## src/rtl/gray_pkg.sv

```systemverilog
// Shared Gray-code helpers. Functions work on 32-bit words; callers zero-extend
// narrower words and truncate the result back to their own width.
package gray_pkg;

  localparam logic MODE_B2G = 1'b0;
  localparam logic MODE_G2B = 1'b1;

  function automatic logic [31:0] bin2gray(input logic [31:0] b);
    return b ^ (b >> 1);
  endfunction

  // Zero upper bits decode to zero, so lower bits stay correct after zero-extension.
  function automatic logic [31:0] gray2bin(input logic [31:0] g);
    logic [31:0] b;
    b[31] = g[31];
    for (int i = 30; i >= 0; i--) begin
      b[i] = b[i+1] ^ g[i];
    end
    return b;
  endfunction

  // More than one set bit in the difference means the words are not Gray-adjacent.
  function automatic logic hamming_gt1(input logic [31:0] a, input logic [31:0] b);
    logic [31:0] x;
    x = a ^ b;
    return (x & (x - 32'd1)) != 32'd0;
  endfunction

endpackage

```

## src/rtl/gray_pipe_stage.sv

```systemverilog
// Valid/ready register slice: captures a beat when enabled, holds it otherwise.
module gray_pipe_stage #(
  parameter int W = 8
) (
  input  logic         clk,
  input  logic         rst_n,
  input  logic         en,
  input  logic         d_valid,
  input  logic [W-1:0] d,
  output logic         q_valid,
  output logic [W-1:0] q
);

  always_ff @(posedge clk) begin
    if (!rst_n) begin
      q_valid <= 1'b0;
      q       <= '0;
    end else if (en) begin
      q_valid <= d_valid;
      if (d_valid) q <= d;
    end
  end

endmodule

```

## src/rtl/gray_codec_pipe.sv

```systemverilog
// Two-stage Gray encoder/decoder with valid/ready flow control and a
// Gray-adjacency check against the last accepted mode-1 word.
module gray_codec_pipe
  import gray_pkg::*;
#(
  parameter int WIDTH = 8
) (
  input  logic             clk,
  input  logic             rst_n,
  input  logic             in_valid,
  output logic             in_ready,
  input  logic [WIDTH-1:0] in_data,
  input  logic             in_mode,
  output logic             out_valid,
  input  logic             out_ready,
  output logic [WIDTH-1:0] out_data,
  output logic             out_mode,
  output logic             out_adj_err
);

  logic             s1_valid, s2_valid;
  logic [WIDTH+1:0] s1_d, s1_q, s2_d, s2_q;
  logic             s2_adv, accept, adj;
  logic [WIDTH-1:0] hist, s1_word, conv;
  logic             hist_valid, s1_mode;

  assign s2_adv   = !s2_valid || out_ready;
  assign in_ready = !s1_valid || s2_adv;
  assign accept   = in_valid && in_ready;

  always_ff @(posedge clk) begin
    if (!rst_n) begin
      hist       <= '0;
      hist_valid <= 1'b0;
    end else if (accept && in_mode == MODE_G2B) begin
      hist       <= in_data;
      hist_valid <= 1'b1;
    end
  end

  // Adjacency is judged against history as it stood before this beat.
  assign adj  = (in_mode == MODE_G2B) && hist_valid &&
                hamming_gt1(32'(in_data), 32'(hist));
  assign s1_d = {in_data, in_mode, adj};

  gray_pipe_stage #(.W(WIDTH + 2)) u_s1 (
    .clk     (clk),
    .rst_n   (rst_n),
    .en      (in_ready),
    .d_valid (in_valid),
    .d       (s1_d),
    .q_valid (s1_valid),
    .q       (s1_q)
  );

  assign s1_word = s1_q[WIDTH+1:2];
  assign s1_mode = s1_q[1];
  assign conv    = WIDTH'((s1_mode == MODE_G2B) ? gray2bin(32'(s1_word))
                                                : bin2gray(32'(s1_word)));
  assign s2_d    = {conv, s1_q[1:0]};

  gray_pipe_stage #(.W(WIDTH + 2)) u_s2 (
    .clk     (clk),
    .rst_n   (rst_n),
    .en      (s2_adv),
    .d_valid (s1_valid),
    .d       (s2_d),
    .q_valid (s2_valid),
    .q       (s2_q)
  );

  assign out_valid   = s2_valid;
  assign out_data    = s2_q[WIDTH+1:2];
  assign out_mode    = s2_q[1];
  assign out_adj_err = s2_q[0];

endmodule

```

## config.mk

```make
export PLATFORM = sky130hd
export DESIGN_NAME = gray_codec_pipe
export DESIGN_NICKNAME = d
export VERILOG_FILES = /design/src/rtl/gray_pkg.sv /design/src/rtl/gray_pipe_stage.sv /design/src/rtl/gray_codec_pipe.sv
export SDC_FILE = /design/constraint.sdc
export NUM_CORES = 1
export LEC_CHECK = 0
export BUFFER_PORTS_ARGS = -buffer_cell sky130_fd_sc_hd__buf_2
export CORE_AREA = 2 2 46 65
export CTS_CLUSTER_SIZE = 25
export DETAILED_ROUTE_END_ITERATION = 16
export DIE_AREA = 0 0 48 67
export PLACE_DENSITY = 0.76
export REMOVE_ABC_BUFFERS = 1
export SYNTH_ARGS = -nofsm -noshare
export SYNTH_HDL_FRONTEND = slang
export SYNTH_SLANG_ARGS = --single-unit
```

## constraint.sdc

```tcl
create_clock -name clk -period 5.05 [get_ports clk]
set_input_delay 0 -clock clk [delete_from_list [all_inputs] [get_ports clk]]
set_output_delay 0 -clock clk [all_outputs]
set_load 0.02 [all_outputs]
```

==> out/qor.log, run 1 <==
INFO  sta            hold_viol=1
INFO  clock_network  cts_resized=0
INFO  routing        drt.antenna.violating_nets=0
INFO  logic_synthesis synth.most_common_cell=dfxtp_1
INFO  clock_network  clock_path_buffers=2
INFO  critical_path  worstSetupEndpointType=register
INFO  logic_synthesis postSynthAreaPerCell=8.842um2
INFO  finish         layout.nets=210
INFO  placed_design  placed_cell_area=0.001584mm2
INFO  routing        routed-via-count=1254
INFO  sta            final_min_period_over_clock_period=36.42%
INFO  finish         antennaDiodeCount=0
INFO  finish         area_occupied_by_multi_input_gates=779.5um2
INFO  logic_synthesis synth.area.top_cells=dfxtp_1 (43%), a21oi_1 (6.6%), nand2_1 (6.2%)
INFO  clock_network  cts_buffers=5
INFO  clock_network  tritoncts_clock_tree=yes
INFO  sta            post-route-min-period=1.839ns
INFO  logic_synthesis yosysTopAreaCellShare=42.80%
INFO  placed_design  port-buffer-count=24
INFO  critical_path  timing.critical_path.from_type=register
INFO  floorplan      floorplan.die.width=48um
INFO  hold_path      timing.hold.worst.class=in -> reg
INFO  critical_path  crit_required=5.31ns
INFO  clock_network  insertion_delay=0.35ns
INFO  sta            max-slew-margin-rel=40.71%
INFO  status         violations=hold timing
INFO  placed_design  hpwlAfterDp=2059um
INFO  critical_path  worst_r2r_path_depth=4
INFO  critical_path  crit_path_max_incr_delay=0.54ns
INFO  floorplan      start_util=55.45%
INFO  sta            timing.setup.tns=0ns
INFO  sta            setup_viol=0
INFO  logic_synthesis synthTopCellsByCount=dfxtp_1 (31), nand2_1 (24), a21oi_1 (19)
INFO  finish         register_area=620.6um2
INFO  flow_run       timing.max_cap.violations=0
INFO  critical_path  setup.reg_to_reg.worst_slack=3.21ns
INFO  sta            timing.clock.skew=0.004227ns
INFO  logic_synthesis netlist_instances=164
INFO  routing        drt-total-wl=2903um
INFO  logic_synthesis synth-seq-cells=31
INFO  floorplan      overall_die_height=67um
INFO  sta            maxSlewViolCount=0
INFO  critical_path  worst_path_max_delay_cell=nand3_1
INFO  critical_path  worst_path_max_fanout=13
INFO  power_and_ir_drop vdd_ir_drop_max=211.9uV
INFO  critical_path  crit-reg2reg-capture=u_s1.q[0]
INFO  clock_network  clock_sink_count=31
INFO  critical_path  regToRegStartpoint=u_s1.q_valid
INFO  global_routing met3_usage=4.607%
INFO  finish         syn2layout_area_growth=22.09%
INFO  logic_synthesis synth_ff_type=dfxtp_1
INFO  logic_synthesis yosys.area.top_type=dfxtp_1
INFO  finish         final_util=67.70%
INFO  logic_synthesis ys.warnings.count=0
INFO  critical_path  worstPathArrival=2.10ns
INFO  sta            grt_setup_unrepaired=no
INFO  floorplan      fp.coreArea=0.002615mm2
INFO  logic_synthesis yosysSeqAreaShare=42.80%
INFO  sta            fmax=0.5437GHz
INFO  clock_network  worst_setup_hold_path_clk_slew=0.10ns
INFO  logic_synthesis synth.cell_area=0.001450mm2
INFO  sta            worst-slew-pin-transition=0.8884ns
INFO  power_and_ir_drop p_leak=0.0007781uW
INFO  global_routing global_route_wire_length_before_repair=4864um
INFO  logic_synthesis synthDistinctLibCells=35
INFO  global_routing globalRouteTotalUtil=21.49%
INFO  clock_network  clock-root-buffer=clkbuf_4
INFO  critical_path  crit_chain=nand3b_1 > nand3_1 > a2bb2oi_1 > a311oi_1
INFO  critical_path  critical_path_class=reg -> reg
INFO  critical_path  cp-startpoint=u_s1.q_valid
INFO  logic_synthesis synth_async_sr_flop_share=0%
INFO  finish         number_of_filler_instances_in_the_final_layout=227
INFO  global_routing top_usage_layer=met2
INFO  finish         layout-drive-gt1-share=17.68%
INFO  finish         final_area=0.001770mm2
INFO  sta            holdWs=-0.0004713ns
INFO  logic_synthesis synth_enable_flop_cells=0
INFO  power_and_ir_drop power_density_relative_to_cell_area=321.2mW/mm2
INFO  clock_network  htree_num_levels=2
INFO  placed_design  last_weighted_congestion_value_of_the_routability_driven_placer=0.7731
INFO  floorplan      design.die.area=0.003216mm2
INFO  critical_path  path_depth=4
INFO  routing        drtPass1Iterations=4
INFO  critical_path  critical-path-top-delay-family=simple AND/OR/NAND/NOR gates
INFO  routing        routed_wire_length_per_instance=12.41um
INFO  floorplan      placementRows=22
INFO  floorplan      design.portCount=25
INFO  critical_path  critical_path.endpoint=u_s1.q[0]
INFO  critical_path  critical_path_buf_inv_count=0
INFO  global_routing met1_usage=20.91%
INFO  global_routing first_global_vias=1213
INFO  routing        route.detailed.drc=0
INFO  global_routing grtUsageMet2=38.00%
INFO  status         run_status=complete, but fails checks
INFO  routing        vias_per_cell=5.359
INFO  global_routing gr-total-overflow=0
INFO  routing        first_drt_iteration_drcs=25
INFO  global_routing grt_start_max_net_pins=32
INFO  global_routing grt_antenna_before_repair=0
[kinds of logic after synthesis]
logic type | synth area share (%)
and+or+nand+nor | 17.60
AOI/OAI and AO/OA | 15.79
DFF | 42.80
xor gates and xnor gates | 14.15
buffers and inverters | 3.451
muxes | 5.522
adders and majority gates | 0.6903
[metal layers]
layer / up-vias / wire (um)
li1: 643 / -
met1: 575 / 1194
met2: 27 / 1518
met3: 9 / 100
met4: 0 / 89
met5: - / 0
[metrics by stage]
step	worst slack, ns	instances	power [uW]
floorplan	3.234	156	335.6
global placement	3.319	216	356.8
detailed placement	3.239	216	360.5
CTS	3.205	234	571.2
global route	3.056	234	590.7
finish	3.211	234	568.6
[tightest hold or removal path, delay by kind of cell]
family	cells	cell delay (ns)
and+or+nand+nor	1	0.14
buffers and inverters	1	0.08
AOI/OAI and AO/OA	1	0.08
[state kept, by name, summed over array words and instances, names as in the netlist]
name	flops
u_s1.q_valid	1
hist	8
hist_valid	1
u_s1.q	10
u_s2.q	10
u_s2.q_valid	1
[cell type report]
cell class / count / area share (%)
clock buffers: 6 / 2.898
clock inverters: 2 / 1.979
inverters: 5 / 1.060
multi-input cells: 120 / 44.03
flip-flops and latches: 31 / 35.05
well taps: 36 / 2.544
repair buffers: 34 / 12.44
[power by group]
| part | total (uW) | internal, uW | switching, uW |
|---|---|---|---|
| Combinational | 93.2 | 44.4 | 48.8 |
| Clock | 208 | 117 | 91.1 |
| Sequential | 267 | 257 | 10.4 |
| Total | 569 | 418 | 150 |
[how the worst min path moves through the flow]
stage | from | endpoint | depth (start not counted)
after global routing | out_ready | u_s2.q_valid | 3
after floorplan | in_valid | u_s1.q_valid | 2
after detailed placement | in_data[2] | hist[2] | 3
final | out_ready | u_s2.q_valid | 3
after CTS | out_ready | u_s2.q_valid | 3
after global placement | in_data[3] | hist[3] | 3
[cell usage in the layout, fill, tap and decap left out]
| cell type | instances |
|---|---|
| buf_2 | 24 |
| o211ai_1 | 1 |
| and3_1 | 2 |
| a2111o_1 | 1 |
| xnor3_1 | 1 |
| and2_1 | 1 |
| a21oi_1 | 19 |
| o21ai_0 | 4 |
| a21boi_0 | 1 |
| xnor2_2 | 2 |
| a311oi_1 | 2 |
| maj3_1 | 1 |
| nor2_1 | 11 |
| dlygate4sd3_1 | 10 |
| a41o_1 | 1 |
| o311ai_1 | 1 |
| clkinv_2 | 1 |
| nand3b_1 | 2 |
| nand3_1 | 11 |
| a211o_1 | 1 |
| bufinv_16 | 1 |
| a311o_1 | 1 |
| or3_1 | 1 |
| a2bb2oi_1 | 1 |
| nand4_1 | 2 |
| clkbuf_4 | 5 |
| dfxtp_1 | 31 |
| nor3_1 | 2 |
| xor3_4 | 1 |
| xnor2_1 | 8 |
| nand2_1 | 24 |
| a211oi_1 | 2 |
| inv_1 | 5 |
| o32ai_1 | 1 |
| nand2b_1 | 1 |
| xor2_1 | 6 |
| mux2i_1 | 8 |
| clkbuf_8 | 1 |
[repair_timing]
action                                 CTS  global route
buffers inserted                         0             0
endpoints found under the hold margin   19             0
hold buffers                            10             0
No activity file was read; power rests on OpenSTA's default activity.
==> run 2, diff against run 1 <==
--- a/config.mk
+++ b/config.mk
@@ -5,12 +5,13 @@
 export SDC_FILE = /design/constraint.sdc
 export NUM_CORES = 1
 export LEC_CHECK = 0
+export ABC_AREA = 1
 export BUFFER_PORTS_ARGS = -buffer_cell sky130_fd_sc_hd__buf_2
-export CORE_AREA = 2 2 46 65
+export CORE_AREA = 2 2 50 70
 export CTS_CLUSTER_SIZE = 25
 export DETAILED_ROUTE_END_ITERATION = 16
-export DIE_AREA = 0 0 48 67
-export PLACE_DENSITY = 0.76
+export DIE_AREA = 0 0 52 72
+export PLACE_DENSITY = 0.69
 export REMOVE_ABC_BUFFERS = 1
 export SYNTH_ARGS = -nofsm -noshare
 export SYNTH_HDL_FRONTEND = slang
==> constraint.sdc (replaced) <==
create_clock -name clk -period 1.62 [get_ports clk]
set_input_delay 0 -clock clk [delete_from_list [all_inputs] [get_ports clk]]
set_output_delay 0 -clock clk [all_outputs]
set_load 0.02 [all_outputs]
==> out/qor.log, run 2 <==
INFO  critical_path  worstPathArrival=1.52ns [-0.58 ns]
INFO  sta            post-route-min-period=1.350ns [-0.4897 ns]
INFO  routing        drtPass1Iterations=4 [unchanged]
INFO  logic_synthesis synth_async_sr_flop_share=0% [unchanged]
INFO  routing        routed-via-count=1314 [+4.8%]
INFO  clock_network  cts_buffers=5 [unchanged]
INFO  logic_synthesis netlist_instances=201 [+23%]
INFO  finish         count_of_placed_standard_cells_in_the_final_layout_fillers_left_out=266 [+14%]
INFO  global_routing globalRouteTotalUtil=17.07% [-4.4 points]
INFO  clock_network  cts_resized=0 [unchanged]
INFO  status         run_status=complete, no violations
INFO  clock_network  insertion_delay=0.28ns [-0.07 ns]
INFO  power_and_ir_drop power_density_relative_to_cell_area=1025mW/mm2 [+220%]
INFO  global_routing global_route_wire_length_before_repair=4830um [-0.70%]
INFO  placed_design  port-buffer-count=24 [unchanged]
INFO  logic_synthesis yosys.area.top_type=dfxtp_1
INFO  sta            final_min_period_over_clock_period=83.31% [+47 points]
INFO  floorplan      fp.coreArea=0.003093mm2 [+18%]
INFO  sta            fmax=0.7410GHz [+36%]
INFO  critical_path  critical_path_buf_inv_count=1 [+1]
INFO  finish         largest_regs=u_s1.q: 10 flops, u_s2.q: 10 flops, hist: 8 flops
INFO  power_and_ir_drop p_leak=0.0007690uW [-1.2%]
INFO  routing        route.detailed.drc=0 [unchanged]
INFO  logic_synthesis synth.area.top_cells=dfxtp_1 (43%), nand2_1 (9.8%), a21oi_1 (7.5%)
INFO  global_routing gr-total-overflow=0 [unchanged]
INFO  sta            worst-slew-pin-transition=0.4452ns [-0.4432 ns]
INFO  flow_run       timing.max_cap.violations=0 [unchanged]
INFO  finish         layout.nets=239 [+14%]
INFO  clock_network  clock_sink_count=31 [unchanged]
INFO  critical_path  crit_path_max_incr_delay=0.40ns [-0.14 ns]
INFO  floorplan      placementRows=24 [+9.1%]
INFO  critical_path  worst_path_max_delay_cell=dfxtp_1
INFO  sta            holdWs=0.01442ns [+0.01489 ns]
INFO  critical_path  crit_chain=inv_2 > nand2_2 > nand3_2 > nand3b_1 > nand2_1 > nand2_1 > nand3_2 > nand3_1 > nand2_1 > nor2_1 > nor2_1
INFO  logic_synthesis synth.cell_area=0.001460mm2 [+0.69%]
INFO  finish         layout.cells.most_common=nand2_1
INFO  clock_network  htree_num_levels=2 [unchanged]
INFO  clock_network  clock_path_buffers=2 [unchanged]
INFO  critical_path  crit_required=1.79ns [-3.52 ns]
INFO  finish         antennaDiodeCount=0 [unchanged]
INFO  floorplan      design.portCount=25 [unchanged]
INFO  logic_synthesis synth-seq-cells=31 [unchanged]
INFO  clock_network  tritoncts_clock_tree=yes
INFO  critical_path  critical-path-top-delay-family=simple AND/OR/NAND/NOR gates
INFO  clock_network  holdBufCountCts=0 [-10]
INFO  clock_network  worst_setup_hold_path_clk_slew=0.07ns [-0.03 ns]
INFO  floorplan      floorplan.die.width=52um [+8.3%]
INFO  global_routing grt_antenna_before_repair=0 [unchanged]
INFO  clock_network  post-cts-setup-buffer-count=0 [unchanged]
INFO  sta            timing.clock.skew=0.003426ns [-0.0008018 ns]
INFO  sta            hold_viol=0 [-1]
INFO  critical_path  critical_path_class=reg -> reg
INFO  logic_synthesis yosysSeqAreaShare=42.50% [-0.29 points]
INFO  placed_design  last_weighted_congestion_value_of_the_routability_driven_placer=0.8632 [+12%]
INFO  finish         layout-drive-gt1-share=19.82% [+2.1 points]
INFO  hold_path      timing.hold.worst.class=in -> reg
INFO  routing        vias_per_cell=4.940 [-7.8%]
INFO  clock_network  clock-root-buffer=clkbuf_8
INFO  routing        first_drt_iteration_drcs=29 [+16%]
INFO  critical_path  timing.critical_path.from_type=register
INFO  finish         mostFrequentLayoutCells=nand2_1 (38), dfxtp_1 (31), buf_2 (24)
INFO  critical_path  worst_path_max_fanout=4 [-9]
INFO  floorplan      overall_die_height=72um [+7.5%]
INFO  sta            setup_viol=0 [unchanged]
INFO  placed_design  place_worst_setup_slack=0.2805ns [-2.959 ns]
INFO  finish         final_util=54.45% [-13 points]
INFO  critical_path  cp_common_cell=nand2_1
INFO  critical_path  worstSetupEndpointType=register
INFO  placed_design  dp.cells=258 [+19%]
INFO  logic_synthesis ys.warnings.count=0 [unchanged]
INFO  sta            setup_slack=0.2704ns [-2.940 ns]
INFO  routing        drt-total-wl=2897um [-0.21%]
INFO  placed_design  hpwlAfterDp=2182um [+6.0%]
INFO  floorplan      design.die.area=0.003744mm2 [+16%]
INFO  sta            maxSlewViolCount=0 [unchanged]
INFO  sta            grt_setup_unrepaired=no
INFO  logic_synthesis yosysTopAreaCellShare=42.50% [-0.29 points]
INFO  finish         syn2layout_area_growth=15.34%
INFO  global_routing grt_start_max_net_pins=19 [-41%]
INFO  logic_synthesis synth_ff_type=dfxtp_1
INFO  global_routing first_global_vias=1169 [-3.6%]
INFO  routing        drt.antenna.violating_nets=0 [unchanged]
INFO  logic_synthesis synth_enable_flop_cells=0 [unchanged]
INFO  logic_synthesis synth.most_common_cell=nand2_1
INFO  logic_synthesis postSynthAreaPerCell=7.264um2 [-18%]
INFO  logic_synthesis synthTopCellsByCount=nand2_1 (38), dfxtp_1 (31), a21oi_1 (22)
INFO  logic_synthesis synthDistinctLibCells=22 [-37%]
INFO  floorplan      start_util=47.21% [-8.2 points]
INFO  power_and_ir_drop vdd_ir_drop_max=626.0uV [+200%]
INFO  routing        routed_wire_length_per_instance=10.89um [-12%]
INFO  sta            max-slew-margin-rel=70.29% [+30 points]
==> run 2: changes by cell type after synthesis, sizes merged, moves of 6 or more <==
cell	before	now
nand2	24	43
o21ai	4	20
inv	5	19
nand3	11	23
mux2i	8	0
nor2	11	17
==> run 2: worst min-delay path: cells and delay by family <==
family | cells | cell delay [ns]
and+or+nand+nor | 1 | 0.07
AOI/OAI and AO/OA | 1 | 0.06
buffers and inverters | 1 | 0.12
==> run 2: cells by family after synthesis <==
group,Yosys count,share of synthesized area (%)
buf+inv,26,7.370
flops,31,42.50
xor+xnor,12,7.198
compound gates,47,16.80
simple gates,85,26.14
==> run 2: area by class of cell <==
cell class / count / area, um2
clock buffers: 5 / 68.82
clock inverters: 3 / 15.01
fillers: 335 / 1409
inverters: 19 / 71.32
multi-input cells: 144 / 732.0
flip-flops and latches: 31 / 620.6
well taps: 39 / 48.80
repair buffers: 25 / 127.6
==> run 2: per-stage QoR <==
step | area (um2) | TNS (ns) | total power (uW)
2_1_floorplan | 1424 | -0.02259 | 1070
4_1_cts | 1684 | 0 | 1745
3_5_place_dp | 1600 | 0 | 1161
6_report | 1684 | 0 | 1727
3_3_place_gp | 1600 | 0 | 1155
5_1_grt | 1684 | 0 | 1825
==> run 2: routing by layer <==
metal,track usage [%],share of wire [%]
met1,18.90,44
met5,0,0
met4,6.433,1.1
met2,29.54,52
met3,5.761,3.5
==> run 2: worst paths after layout <==
| check | endpoint | slack [ns] | cells after the start | startpoint |
|---|---|---|---|---|
| max | u_s2.q[2] | 0.27 | 11 | u_s1.q[8] |
| min | hist[3] | 0.01 | 3 | in_data[3] |
| max reg2reg | u_s2.q[2] | 0.27 | 11 | u_s1.q[8] |
| min reg2reg | hist_valid | 0.46 | 2 | hist_valid |
==> run 2: report_power, final <==
group          internal (uW)  leakage [uW]  switching, uW
combinational            111      0.000466            186
sequential               812      0.000256           33.5
clock                    293     0.0000477            291
==> run 3, diff against run 2 <==
==> constraint.sdc (replaced) <==
create_clock -name clk -period 1.1 [get_ports clk]
set_input_delay 0 -clock clk [delete_from_list [all_inputs] [get_ports clk]]
set_output_delay 0 -clock clk [all_outputs]
set_load 0.02 [all_outputs]
==> out/qor.log, run 3 (synthesis results as in run 2) <==
INFO  floorplan      start_util=47.21% [unchanged]
INFO  clock_network  worst_setup_hold_path_clk_slew=0.06ns [about the same]
INFO  finish         layout-drive-gt1-share=41.50% [+22 points]
INFO  finish         number_of_filler_instances_in_the_final_layout=271 [-19%]
INFO  finish         final_util=66.63% [+12 points]
INFO  global_routing gr-total-overflow=0 [unchanged]
INFO  finish         layout.nets=267 [+12%]
INFO  global_routing grt_start_max_net_pins=19 [unchanged]
INFO  flow_run       timing.max_cap.violations=0 [unchanged]
INFO  clock_network  cts_buffers=5 [unchanged]
INFO  routing        routed-via-count=1444 [+9.9%]
INFO  finish         count_of_placed_standard_cells_in_the_final_layout_fillers_left_out=292 [+9.8%]
INFO  floorplan      design.die.area=0.003744mm2 [unchanged]
INFO  floorplan      fp.coreArea=0.003093mm2 [unchanged]
INFO  clock_network  clock-root-buffer=clkbuf_8
INFO  finish         layout.cells.most_common=nand2_1
INFO  clock_network  insertion_delay=0.29ns [about the same]
INFO  power_and_ir_drop power_density_relative_to_cell_area=1305mW/mm2 [+27%]
INFO  critical_path  worst_path_max_fanout=3 [-1]
INFO  hold_path      critical_hold_path_startpoint=rst_n
INFO  clock_network  holdBufCountCts=0 [unchanged]
INFO  status         run_status=complete, but fails checks
INFO  sta            setup_slack=-0.1835ns [-0.4540 ns]
INFO  floorplan      placementRows=24 [unchanged]
INFO  finish         largest_regs=u_s1.q: 10 flops, u_s2.q: 10 flops, hist: 8 flops
INFO  sta            max-slew-margin-rel=83.08% [+13 points]
INFO  power_and_ir_drop total_power=2690uW [+56%]
INFO  sta            worst-slew-pin-transition=0.2536ns [-0.1915 ns]
INFO  power_and_ir_drop vdd_ir_drop_max=1028uV [+64%]
INFO  clock_network  htree_num_levels=2 [unchanged]
INFO  critical_path  timing.critical_path.from_type=register
INFO  routing        first_drt_iteration_drcs=22 [-24%]
INFO  sta            timing.clock.skew=0.005258ns [+0.001833 ns]
INFO  routing        drt-total-wl=3339um [+15%]
INFO  critical_path  worstSetupEndpointType=register
INFO  routing        vias_per_cell=4.945 [+0.11%]
INFO  global_routing first_global_vias=1268 [+8.5%]
INFO  sta            setup_viol=6 [+6]
INFO  routing        route.detailed.drc=0 [unchanged]
INFO  floorplan      design.portCount=25 [unchanged]
INFO  routing        drtPass1Iterations=4 [unchanged]
INFO  power_and_ir_drop p_leak=0.0009301uW [+21%]
INFO  critical_path  crit_required=1.28ns [-0.51 ns]
INFO  status         violations=setup timing
INFO  placed_design  last_weighted_congestion_value_of_the_routability_driven_placer=0.8423 [-2.4%]
INFO  placed_design  placed_cell_area=0.001808mm2 [+13%]
INFO  routing        routed_wire_length_per_instance=11.43um [+5.0%]
INFO  placed_design  port-buffer-count=24 [unchanged]
INFO  floorplan      overall_die_height=72um [unchanged]
INFO  sta            final_min_period_over_clock_period=116.7% [+33 points]
INFO  critical_path  worstPathArrival=1.46ns [-0.06 ns]
INFO  global_routing global_route_wire_length_before_repair=5313um [+10%]
INFO  critical_path  critical_path_class=reg -> reg
INFO  sta            post-route-min-period=1.284ns [-0.06604 ns]
INFO  clock_network  clock_path_buffers=2 [unchanged]
INFO  clock_network  tritoncts_clock_tree=yes
INFO  placed_design  dp.cells=284 [+10%]
INFO  finish         syn2layout_area_growth=41.13%
INFO  finish         antennaDiodeCount=0 [unchanged]
INFO  sta            hold_viol=0 [unchanged]
INFO  global_routing grt_antenna_before_repair=0 [unchanged]
INFO  sta            fmax=0.7791GHz [+5.1%]
INFO  critical_path  regToRegStartpoint=u_s1.q[7]
INFO  floorplan      floorplan.die.width=52um [unchanged]
INFO  global_routing globalRouteTotalUtil=19.33% [+2.3 points]
INFO  critical_path  cp-startpoint=u_s1.q[7]
INFO  clock_network  clock_sink_count=31 [unchanged]
INFO  sta            maxSlewViolCount=0 [unchanged]
INFO  placed_design  hpwlAfterDp=2305um [+5.7%]
INFO  sta            grt_setup_unrepaired=yes
INFO  hold_path      timing.hold.worst.class=in -> reg
INFO  routing        drt.antenna.violating_nets=0 [unchanged]
INFO  finish         final_area=0.002061mm2 [+22%]
INFO  placed_design  place_worst_setup_slack=-0.1841ns [-0.4646 ns]
INFO  finish         mostFrequentLayoutCells=nand2_1 (30), buf_4 (27), buf_2 (24)
[run 3: repair_timing]
action / CTS / global route
pin swaps: 4 / 17
endpoints found under the setup margin: 7 / 28
gates resized for setup: 10 / 42
endpoints found under the hold margin: 0 / 0
buffers inserted: 0 / 2
[run 3: routing by layer]
layer	GRT usage [%]	share of wire (%)	up-vias
met5	0	0	-
met4	12.28	2.2	0
met3	4.938	3.6	7
met2	32.77	55	29
met1	20.78	39	643
li1	-	-	765
[run 3: worst paths after layout]
check / to / slack, ns / cells after the start
min: u_s2.q[1] / 0.007 / 3
max reg2reg: u_s2.q[2] / -0.18 / 11
min reg2reg: hist_valid / 0.46 / 2
max: u_s2.q[2] / -0.18 / 11
[run 3: through the flow]
stage	hold WS, ns	TNS (ns)
3_5_place_dp	0.3141	-0.8817
2_1_floorplan	0.1357	-7.711
6_report	0.006862	-0.7801
3_3_place_gp	0.3066	-0.7033
5_1_grt	0.03189	-1.499
4_1_cts	0.009318	-0.6915
[run 3: final cells by class]
cell class	instances	area, um2	area share, %
Tap cell	39	48.80	2.368
Timing Repair Buffer	53	354.1	17.18
Inverter	19	76.32	3.704
Sequential cell	31	640.6	31.09
Clock buffer	6	72.57	3.522
Multi-Input combinational cell	144	868.3	42.14
[run 3: worst max-delay path: stages (launching register included)]
cell and delay [ns]:
dfxtp_4 0.38, inv_4 0.05, nand2_4 0.08, nand3_1 0.07, nand3_1 0.12, nand2_2 0.08, nand2_2 0.09, nand3_4 0.08
nand3_2 0.06, nand2_1 0.05, nor2_1 0.08, nor2_1 0.04
[run 3: power breakdown]
part / leakage, uW / switching, uW / internal (uW)
Sequential: 0.000260 / 59.5 / 1200
Clock: 0.0000371 / 393 / 420
Combinational: 0.000633 / 341 / 279
